--- config.mk ---
export PLATFORM = sky130hd
export DESIGN_NAME = donkey_key_decoder
export DESIGN_NICKNAME = d
export VERILOG_FILES = /design/src/rtl/keyboard_pkg.sv /design/src/rtl/key_prefix_timer.sv /design/src/rtl/donkey_key_decoder.sv
export SDC_FILE = /design/constraint.sdc
export NUM_CORES = 1
export LEC_CHECK = 0
export BUFFER_PORTS_ARGS = -buffer_cell sky130_fd_sc_hd__buf_2
export CORE_MARGIN = 8
export CORE_UTILIZATION = 55
export DETAILED_ROUTE_END_ITERATION = 6
export PLACE_DENSITY = 0.76
export SLEW_MARGIN = 25
export SYNTH_ARGS = -nofsm -noshare
export SYNTH_HDL_FRONTEND = slang
export SYNTH_HIERARCHICAL = 1
export SYNTH_SLANG_ARGS = --single-unit
--- constraint.sdc ---
create_clock -name clk -period 5.4 [get_ports clk]
set_clock_uncertainty 0.2 [all_clocks]
set_input_delay 0.81 -clock clk [delete_from_list [all_inputs] [get_ports clk]]
set_output_delay 0.81 -clock clk [all_outputs]
set_load 0.005 [all_outputs]
--- src/rtl/keyboard_pkg.sv ---
`default_nettype none
// ============================================================================
// Module   : keyboard_pkg
// Purpose  : Shared types and scan-code constants for the PS/2 key decoders
//            of the donkey movement controller.
// Contents : KEY_STATE_T decoder state enum, prefix/scan-code constants,
//            arrow flag indices, default prefix timeout, prefix helper.
// Revision : 1.0 - initial release
// ============================================================================
package keyboard_pkg;

  typedef enum logic [1:0] {
    ST_IDLE      = 2'd0,
    ST_EXT       = 2'd1,
    ST_BREAK     = 2'd2,
    ST_EXT_BREAK = 2'd3
  } KEY_STATE_T;

  localparam logic [7:0] KEY_PREFIX_EXT      = 8'hE0;
  localparam logic [7:0] KEY_PREFIX_BRK      = 8'hF0;

  // Extended (E0-prefixed) arrow keys
  localparam logic [7:0] KEY_CODE_LEFT       = 8'h6B;
  localparam logic [7:0] KEY_CODE_RIGHT      = 8'h74;
  localparam logic [7:0] KEY_CODE_UP         = 8'h75;
  localparam logic [7:0] KEY_CODE_DOWN       = 8'h72;
  // Plain space bar
  localparam logic [7:0] KEY_CODE_JUMP       = 8'h29;
  // Plain WASD aliases
  localparam logic [7:0] KEY_CODE_WASD_LEFT  = 8'h1C;
  localparam logic [7:0] KEY_CODE_WASD_RIGHT = 8'h23;
  localparam logic [7:0] KEY_CODE_WASD_UP    = 8'h1D;
  localparam logic [7:0] KEY_CODE_WASD_DOWN  = 8'h1B;

  // Bit positions inside the 4-bit direction flag vectors
  localparam int KEY_DIR_LEFT  = 0;
  localparam int KEY_DIR_RIGHT = 1;
  localparam int KEY_DIR_UP    = 2;
  localparam int KEY_DIR_DOWN  = 3;

  // 10 ms at 65 MHz
  localparam int KEY_TIMEOUT_CYCLES_DEFAULT = 650_000;

  function automatic logic key_is_prefix(input logic [7:0] code);
    return (code == KEY_PREFIX_EXT) || (code == KEY_PREFIX_BRK);
  endfunction

endpackage
`default_nettype wire

--- src/rtl/key_prefix_timer.sv ---
`default_nettype none
// ============================================================================
// Module   : key_prefix_timer
// Purpose  : Saturating cycle counter that flags when a scan-code prefix has
//            been waiting too long for its following byte.
// Ports    : clk      - system clock
//            rst_n    - asynchronous active-low reset
//            run      - count this cycle (decoder waiting after a prefix)
//            restart  - clear the count (byte received / decoder idle)
//            expired  - count has reached TIMEOUT_CYCLES-1
// Revision : 1.0 - initial release
// ============================================================================
module key_prefix_timer
  import keyboard_pkg::*;
#(
  parameter int TIMEOUT_CYCLES = KEY_TIMEOUT_CYCLES_DEFAULT,
  parameter int CNT_W          = $clog2(TIMEOUT_CYCLES + 1)
) (
  input  logic clk,
  input  logic rst_n,
  input  logic run,
  input  logic restart,
  output logic expired
);

  localparam logic [CNT_W-1:0] c_LIMIT = CNT_W'(TIMEOUT_CYCLES - 1);

  logic [CNT_W-1:0] r_cnt;

  // Holds at the limit rather than wrapping, so a stalled decoder can never
  // see the count roll back under the limit.
  always_ff @(posedge clk or negedge rst_n) begin
    if (!rst_n) begin
      r_cnt <= '0;
    end else if (restart) begin
      r_cnt <= '0;
    end else if (run && (r_cnt != c_LIMIT)) begin
      r_cnt <= r_cnt + CNT_W'(1);
    end
  end

  assign expired = (r_cnt == c_LIMIT);

endmodule
`default_nettype wire

--- src/rtl/donkey_key_decoder.sv ---
`default_nettype none
// ============================================================================
// Module   : donkey_key_decoder
// Purpose  : Decodes the PS/2 scan-code byte stream (make, F0 break, E0
//            extended) into held-key levels for the donkey movement FSM.
//            A prefix timeout returns a truncated sequence to idle.
// Ports    : clk       - system clock
//            rst_n     - asynchronous active-low reset
//            rx_data   - received scan-code byte (valid with rx_valid)
//            rx_valid  - one-cycle strobe per received byte
//            clr       - synchronous clear of key levels and decoder state
//            left/right/jump/up/down - registered held-key levels
//            seq_err   - one-cycle pulse on prefix timeout / bad prefix order
// Options  : DONKEY_KEY_WASD_EN - also map plain A/D/W/S to left/right/up/down
// Revision : 1.0 - initial release
// ============================================================================
module donkey_key_decoder
  import keyboard_pkg::*;
#(
  parameter int TIMEOUT_CYCLES = KEY_TIMEOUT_CYCLES_DEFAULT,
  parameter int CNT_W          = $clog2(TIMEOUT_CYCLES + 1)
) (
  input  logic       clk,
  input  logic       rst_n,
  input  logic [7:0] rx_data,
  input  logic       rx_valid,
  input  logic       clr,
  output logic       left,
  output logic       right,
  output logic       jump,
  output logic       up,
  output logic       down,
  output logic       seq_err
);

  KEY_STATE_T r_state;
  KEY_STATE_T w_state_nxt;
  logic [3:0] r_arrow;
  logic [3:0] w_arrow_nxt;
  logic       r_jump;
  logic       w_jump_nxt;
  logic       r_seq_err;
  logic       w_seq_err_nxt;
`ifdef DONKEY_KEY_WASD_EN
  logic [3:0] r_wasd;
  logic [3:0] w_wasd_nxt;
  logic [3:0] r_dir;
`endif

  logic w_expired;
  logic w_timer_run;
  logic w_timer_restart;
  logic w_timeout;
  logic w_apply;   // final byte of a sequence: update a key level
  logic w_ext;     // that byte was E0-prefixed
  logic w_level;   // 1 = make, 0 = break

  assign w_timer_run     = (r_state != ST_IDLE);
  assign w_timer_restart = rx_valid || clr || (r_state == ST_IDLE);
  // A byte arriving in the expiry cycle wins over the timeout.
  assign w_timeout       = w_expired && (r_state != ST_IDLE) && !rx_valid;

  key_prefix_timer #(
    .TIMEOUT_CYCLES (TIMEOUT_CYCLES),
    .CNT_W          (CNT_W)
  ) u_prefix_timer (
    .clk     (clk),
    .rst_n   (rst_n),
    .run     (w_timer_run),
    .restart (w_timer_restart),
    .expired (w_expired)
  );

  always_comb begin
    w_state_nxt   = r_state;
    w_arrow_nxt   = r_arrow;
    w_jump_nxt    = r_jump;
    w_seq_err_nxt = 1'b0;
`ifdef DONKEY_KEY_WASD_EN
    w_wasd_nxt    = r_wasd;
`endif
    w_apply       = 1'b0;
    w_ext         = 1'b0;
    w_level       = 1'b0;

    if (clr) begin
      w_state_nxt = ST_IDLE;
      w_arrow_nxt = '0;
      w_jump_nxt  = 1'b0;
`ifdef DONKEY_KEY_WASD_EN
      w_wasd_nxt  = '0;
`endif
    end else if (rx_valid) begin
      case (r_state)
        ST_IDLE: begin
          if (rx_data == KEY_PREFIX_EXT) begin
            w_state_nxt = ST_EXT;
          end else if (rx_data == KEY_PREFIX_BRK) begin
            w_state_nxt = ST_BREAK;
          end else begin
            w_apply = 1'b1;
            w_level = 1'b1;
          end
        end
        ST_EXT: begin
          if (rx_data == KEY_PREFIX_BRK) begin
            w_state_nxt = ST_EXT_BREAK;
          end else if (rx_data == KEY_PREFIX_EXT) begin
            w_state_nxt = ST_EXT;   // repeated E0 is harmless
          end else begin
            w_state_nxt = ST_IDLE;
            w_apply     = 1'b1;
            w_ext       = 1'b1;
            w_level     = 1'b1;
          end
        end
        ST_BREAK: begin
          w_state_nxt = ST_IDLE;
          if (key_is_prefix(rx_data)) begin
            w_seq_err_nxt = 1'b1;
          end else begin
            w_apply = 1'b1;
          end
        end
        ST_EXT_BREAK: begin
          w_state_nxt = ST_IDLE;
          if (key_is_prefix(rx_data)) begin
            w_seq_err_nxt = 1'b1;
          end else begin
            w_apply = 1'b1;
            w_ext   = 1'b1;
          end
        end
        default: begin
          w_state_nxt = ST_IDLE;
        end
      endcase
    end else if (w_timeout) begin
      w_state_nxt   = ST_IDLE;
      w_seq_err_nxt = 1'b1;
    end

    // Key map; anything not listed falls through silently.
    if (w_apply) begin
      if (w_ext) begin
        case (rx_data)
          KEY_CODE_LEFT:  w_arrow_nxt[KEY_DIR_LEFT]  = w_level;
          KEY_CODE_RIGHT: w_arrow_nxt[KEY_DIR_RIGHT] = w_level;
          KEY_CODE_UP:    w_arrow_nxt[KEY_DIR_UP]    = w_level;
          KEY_CODE_DOWN:  w_arrow_nxt[KEY_DIR_DOWN]  = w_level;
          default: ;
        endcase
      end else begin
        if (rx_data == KEY_CODE_JUMP) begin
          w_jump_nxt = w_level;
        end
`ifdef DONKEY_KEY_WASD_EN
        case (rx_data)
          KEY_CODE_WASD_LEFT:  w_wasd_nxt[KEY_DIR_LEFT]  = w_level;
          KEY_CODE_WASD_RIGHT: w_wasd_nxt[KEY_DIR_RIGHT] = w_level;
          KEY_CODE_WASD_UP:    w_wasd_nxt[KEY_DIR_UP]    = w_level;
          KEY_CODE_WASD_DOWN:  w_wasd_nxt[KEY_DIR_DOWN]  = w_level;
          default: ;
        endcase
`endif
      end
    end
  end

  always_ff @(posedge clk or negedge rst_n) begin
    if (!rst_n) begin
      r_state   <= ST_IDLE;
      r_arrow   <= '0;
      r_jump    <= 1'b0;
      r_seq_err <= 1'b0;
    end else begin
      r_state   <= w_state_nxt;
      r_arrow   <= w_arrow_nxt;
      r_jump    <= w_jump_nxt;
      r_seq_err <= w_seq_err_nxt;
    end
  end

`ifdef DONKEY_KEY_WASD_EN
  // Arrow and WASD flags are kept apart so releasing one alias leaves the
  // other held. The merged output register is loaded from the next-state
  // flags, so the OR adds no cycle of latency.
  always_ff @(posedge clk or negedge rst_n) begin
    if (!rst_n) begin
      r_wasd <= '0;
      r_dir  <= '0;
    end else begin
      r_wasd <= w_wasd_nxt;
      r_dir  <= w_arrow_nxt | w_wasd_nxt;
    end
  end

  assign left  = r_dir[KEY_DIR_LEFT];
  assign right = r_dir[KEY_DIR_RIGHT];
  assign up    = r_dir[KEY_DIR_UP];
  assign down  = r_dir[KEY_DIR_DOWN];
`else
  assign left  = r_arrow[KEY_DIR_LEFT];
  assign right = r_arrow[KEY_DIR_RIGHT];
  assign up    = r_arrow[KEY_DIR_UP];
  assign down  = r_arrow[KEY_DIR_DOWN];
`endif

  assign jump    = r_jump;
  assign seq_err = r_seq_err;

endmodule
`default_nettype wire

==> impl_summary.log <==
[metrics] number of global-route vias before repair: 1276
[metrics] GP Congestion: about 0.84
[metrics] Hold Violations, Final: 0
[metrics] pin count of the biggest net entering global routing: 29
[metrics] Area Overhead vs Synth: 10.03%
[metrics] Overflow after GRT: 0
[metrics] number of H-tree levels: 1
[metrics] count of different cell masters after synthesis: 43
[metrics] routed wire length per instance: 15.20 um
[metrics] Die Area: 4794 um^2
[metrics] path type of the worst min-delay path: in -> async
[metrics] clock insertion delay at the later pin of the skew report: 0.32 ns
[metrics] detailed-route vias per instance: 6.044
[metrics] Post-DP HPWL: between 2000 and 2500 um
[metrics] CP peak stage delay: between 0.5 and 0.6 ns
[metrics] required time reported for the critical path endpoint: 5.40 ns
[metrics] count of maximum capacitance violations: 0
[metrics] antenna violations before repair: 0
[metrics] signal arrival time at the worst endpoint: about 2.4 ns
[metrics] power density normalized to cell area: 210.8 nW/um^2
[metrics] detailed-routed wire length on met3: approximately 190 um
[metrics] transition at the pin with the smallest max-transition slack: 0.6694 ns
[metrics] compound-cell area share of the yosys netlist: under 10%
[metrics] sum of met2 wire segment lengths after detailed routing: 1540 um
[metrics] Post-layout nets: ~190
[metrics] unrepaired setup endpoints after global routing: false
[metrics] number of buffers created by CTS: 3
[metrics] Yosys warning total: 6
[metrics] part of the cycle the worst path needs: 44.03%
[metrics] wirelength, routed: 3132 um
[metrics] I/O Pins: 18
[metrics] Core Region: 2734 um^2
[metrics] Tmin final: 2.378 ns
[metrics] part of the total power dissipated in the clock network: 37.1%
[metrics] number of instances resized during post-cts repair: 0
[metrics] Max FO, Critical Path: 11
[metrics] mux cell area share after synthesis: 3.852%
[metrics] adder-cell share of the synthesized area: less than 1%
[metrics] number of pins with negative max-slew slack in the final report: 0
[metrics] switching share of power: 19.40%
[metrics] number of setup violations in the final report: 0
[metrics] Sinks on Clock Net: 28
[metrics] number of hold-repair buffers added at the cts stage: 0
[metrics] clock input transition at the sequential cells of the worst setup and hold paths: ~0.15 ns
[metrics] Setup TNS: 0 ns
[metrics] category of the worst setup path capture point: flip-flop
[metrics] internal power contribution: about 290 uW
[metrics] run status: completed
[metrics] total iterations of the first detailed-routing run: 4
[metrics] largest family of logic cells by synthesized area: simple AND/OR/NAND/NOR gates
[metrics] Clock Root Buffer: clkbuf_4
[metrics] xor and xnor fraction of the mapped netlist area: 7.865%
[metrics] wire length of the first global-routing pass: ~5600 um
[metrics] residual antenna-violating net count after detailed routing: 0
[metrics] vias post-DR: 1245
[metrics] final core occ: 62.75%
[metrics] Starting Density: a little under three fifths
[metrics] Reg power frac: approximately 58%
[metrics] number of cell rows: 19
[metrics] worst-case headroom to the max-slew limit: 55.26%
[metrics] total global routing track utilization: a little over an eighth
[metrics] fraction of the yosys area taken by sequential cells: 44.94%
[metrics] number of nets produced by synthesis: 172
[metrics] peak supply drop: a little over 0.2 mV
[metrics] cell chain of the critical path: or2_1 -> nand2_1 -> nor3_1 -> nand4_1 -> xor2_1 -> nor2_1
[metrics] diodes inserted: 0
[metrics] width of the die: 69.24 um
[metrics] CP max-delay cell: nor3_1
[metrics] die height: 69.24 um
[metrics] Met1 Wirelength: 1387 um
[metrics] DRC viols: 0
[metrics] post-place instance area: 1663 um^2
[metrics] filler instances: 223
[metrics] Post-Layout Inst Area: 1715 um^2
[metrics] CTS tree: done
[metrics] number of buffers on the longest clock path: 2
[metrics] uppermost layer routed: met4
[metrics] quantity of I/O buffers inserted on ports: 17
[metrics] Net Switching: 70.13 uW
[metrics] number of instances in the synthesized netlist: 159
[metrics] synthesized area: 1559 um^2
[metrics] Gate power share: between 4 and 5%
[metrics] initial drt markers: 97
[metrics] fraction of final layout cells sized beyond drive strength 1: 17.14%
[metrics] area fraction in and, or, nand and nor cells after synthesis: 35.15%
[metrics] Avg Inst Size Synth: 9.805 um^2
[metrics] Leakage Power: around 0.75 nW
[metrics] Post-CTS Setup Repair Bufs: 0
[metrics] timing-limited maximum frequency: 0.4206 GHz
[metrics] register bit total from synthesis: 28
[metrics] critical path start-end classification: reg -> reg
[metrics] type of element launching the critical path: flip-flop
==> Yosys cell counts (all sizes together) <==
master	instances	area, um^2
dfrtp	28	700.7
nor2	20	75.07
xor2	12	105.1
nand2	11	48.80
nand2b	7	43.79
nand3	7	35.03
a21oi	6	30.03
mux2i	6	60.06
nor3	6	41.29
nand4	5	31.28
clkbuf	4	15.01
nor4	4	25.02
nor4b	4	35.03
and3	3	23.77
and4	3	30.03
nand3b	3	22.52
o21ai	3	18.77
or3	3	21.27
inv	2	7.510
nand4b	2	17.52
nand4bb	2	22.52
o31ai	2	15.01
or4	2	15.01
xnor2	2	17.52
a21o	1	7.510
and2	1	6.260
and4b	1	10.01
buf	1	5.000
ha	1	12.51
nor2b	1	6.260
nor3b	1	7.510
nor4bb	1	10.01
o211ai	1	7.510
o22a	1	8.760
or2	1	6.260
or4b	1	13.76
==> cells in the final DEF, fill, tap and decap left out, types with 2 or more instances in the layout <==
cell type,count
buf_2,17
nor3_1,5
xnor2_1,2
nand4bb_1,2
xor2_1,12
nand2_1,10
or3_2,2
nor2_1,20
nand4b_1,2
dfrtp_1,28
nor4_1,4
or4_1,2
a21oi_1,6
clkbuf_4,3
nand3_1,7
nand4_1,5
mux2i_1,6
o31ai_1,2
nand2b_1,7
and3_1,2
nand3b_1,3
nor4b_1,4
inv_1,2
o21ai_0,2
==> cells by family after synthesis <==
| kind of cell | count (synthesis) |
|---|---|
| flops | 28 |
| fa+ha+maj | 1 |
| buf+inv | 7 |
| simple gates | 89 |
| xor+xnor | 14 |
| compound gates | 14 |
| mux | 6 |
==> routing by layer <==
metal	up-vias	track usage (%)
li1	607	-
met1	607	16.27
met2	29	22.23
met3	2	3.577
met4	0	4.100
met5	-	0
==> sequential cells by signal (all words and copies together) (netlist names) <==
name	cells
jump	1
u_prefix_timer/r_cnt	20
r_arrow	4
r_state	2
seq_err	1
==> layout make-up <==
class / instances / area [um^2] / area share (%)
multi-input cells: 124 / 830.8 / 48.43
flip-flops and latches: 28 / 700.7 / 40.85
repair buffers: 17 / 85.08 / 4.960
well taps: 31 / 38.79 / 2.261
clock inverters: 1 / 30.03 / 1.751
clock buffers: 3 / 22.52 / 1.313
inverters: 2 / 7.507 / 0.4376
==> worst max-delay path: cells and delay by family (launching register included) <==
| kind | cells | cell delay (ns) |
|---|---|---|
| AND/OR/NAND/NOR | 5 | 1.32 |
| XOR/XNOR | 1 | 0.17 |
| flip-flops | 1 | 0.55 |
==> final timing paths <==
path | startpoint | endpoint | slack [ns] | depth (start not counted)
setup / recovery | r_state[1]$_DFFE_PN0P_ | u_prefix_timer/r_cnt[16]$_DFFE_PN0P_ | 3.02 | 6
hold / removal | rst_n | r_state[1]$_DFFE_PN0P_ | 0.28 | 1
setup reg to reg | r_state[1]$_DFFE_PN0P_ | u_prefix_timer/r_cnt[16]$_DFFE_PN0P_ | 3.02 | 6
hold reg to reg | jump$_DFF_PN0_ | jump$_DFF_PN0_ | 0.35 | 2
max in group asynchronous | rst_n | u_prefix_timer/r_cnt[16]$_DFFE_PN0P_ | 4.32 | 1
min in group clk | jump$_DFF_PN0_ | jump$_DFF_PN0_ | 0.35 | 2
==> per-stage QoR <==
step / hold WS (ns) / power, mW / setup slack (ns) / instances
floorplan: 0.3144 / 0.2200 / 3.325 / 159
global placement: 0.3310 / 0.2304 / 3.132 / 202
detailed placement: 0.3329 / 0.2313 / 3.087 / 202
CTS: 0.2906 / 0.3661 / 3.047 / 206
global route: 0.3241 / 0.3760 / 2.806 / 206
finish: 0.2792 / 0.3616 / 3.022 / 206
==> power groups by stage <==
stage / Clock (mW) / Sequential, mW / Combinational [mW]
final: 0.134 / 0.210 / 0.0175
after global routing: 0.146 / 0.210 / 0.0199
after CTS: 0.139 / 0.210 / 0.0177
after detailed placement: 0 / 0.214 / 0.0175
after global placement: 0 / 0.214 / 0.0167
after floorplan: 0 / 0.214 / 0.00629
Power figures use the tool's default switching activity.
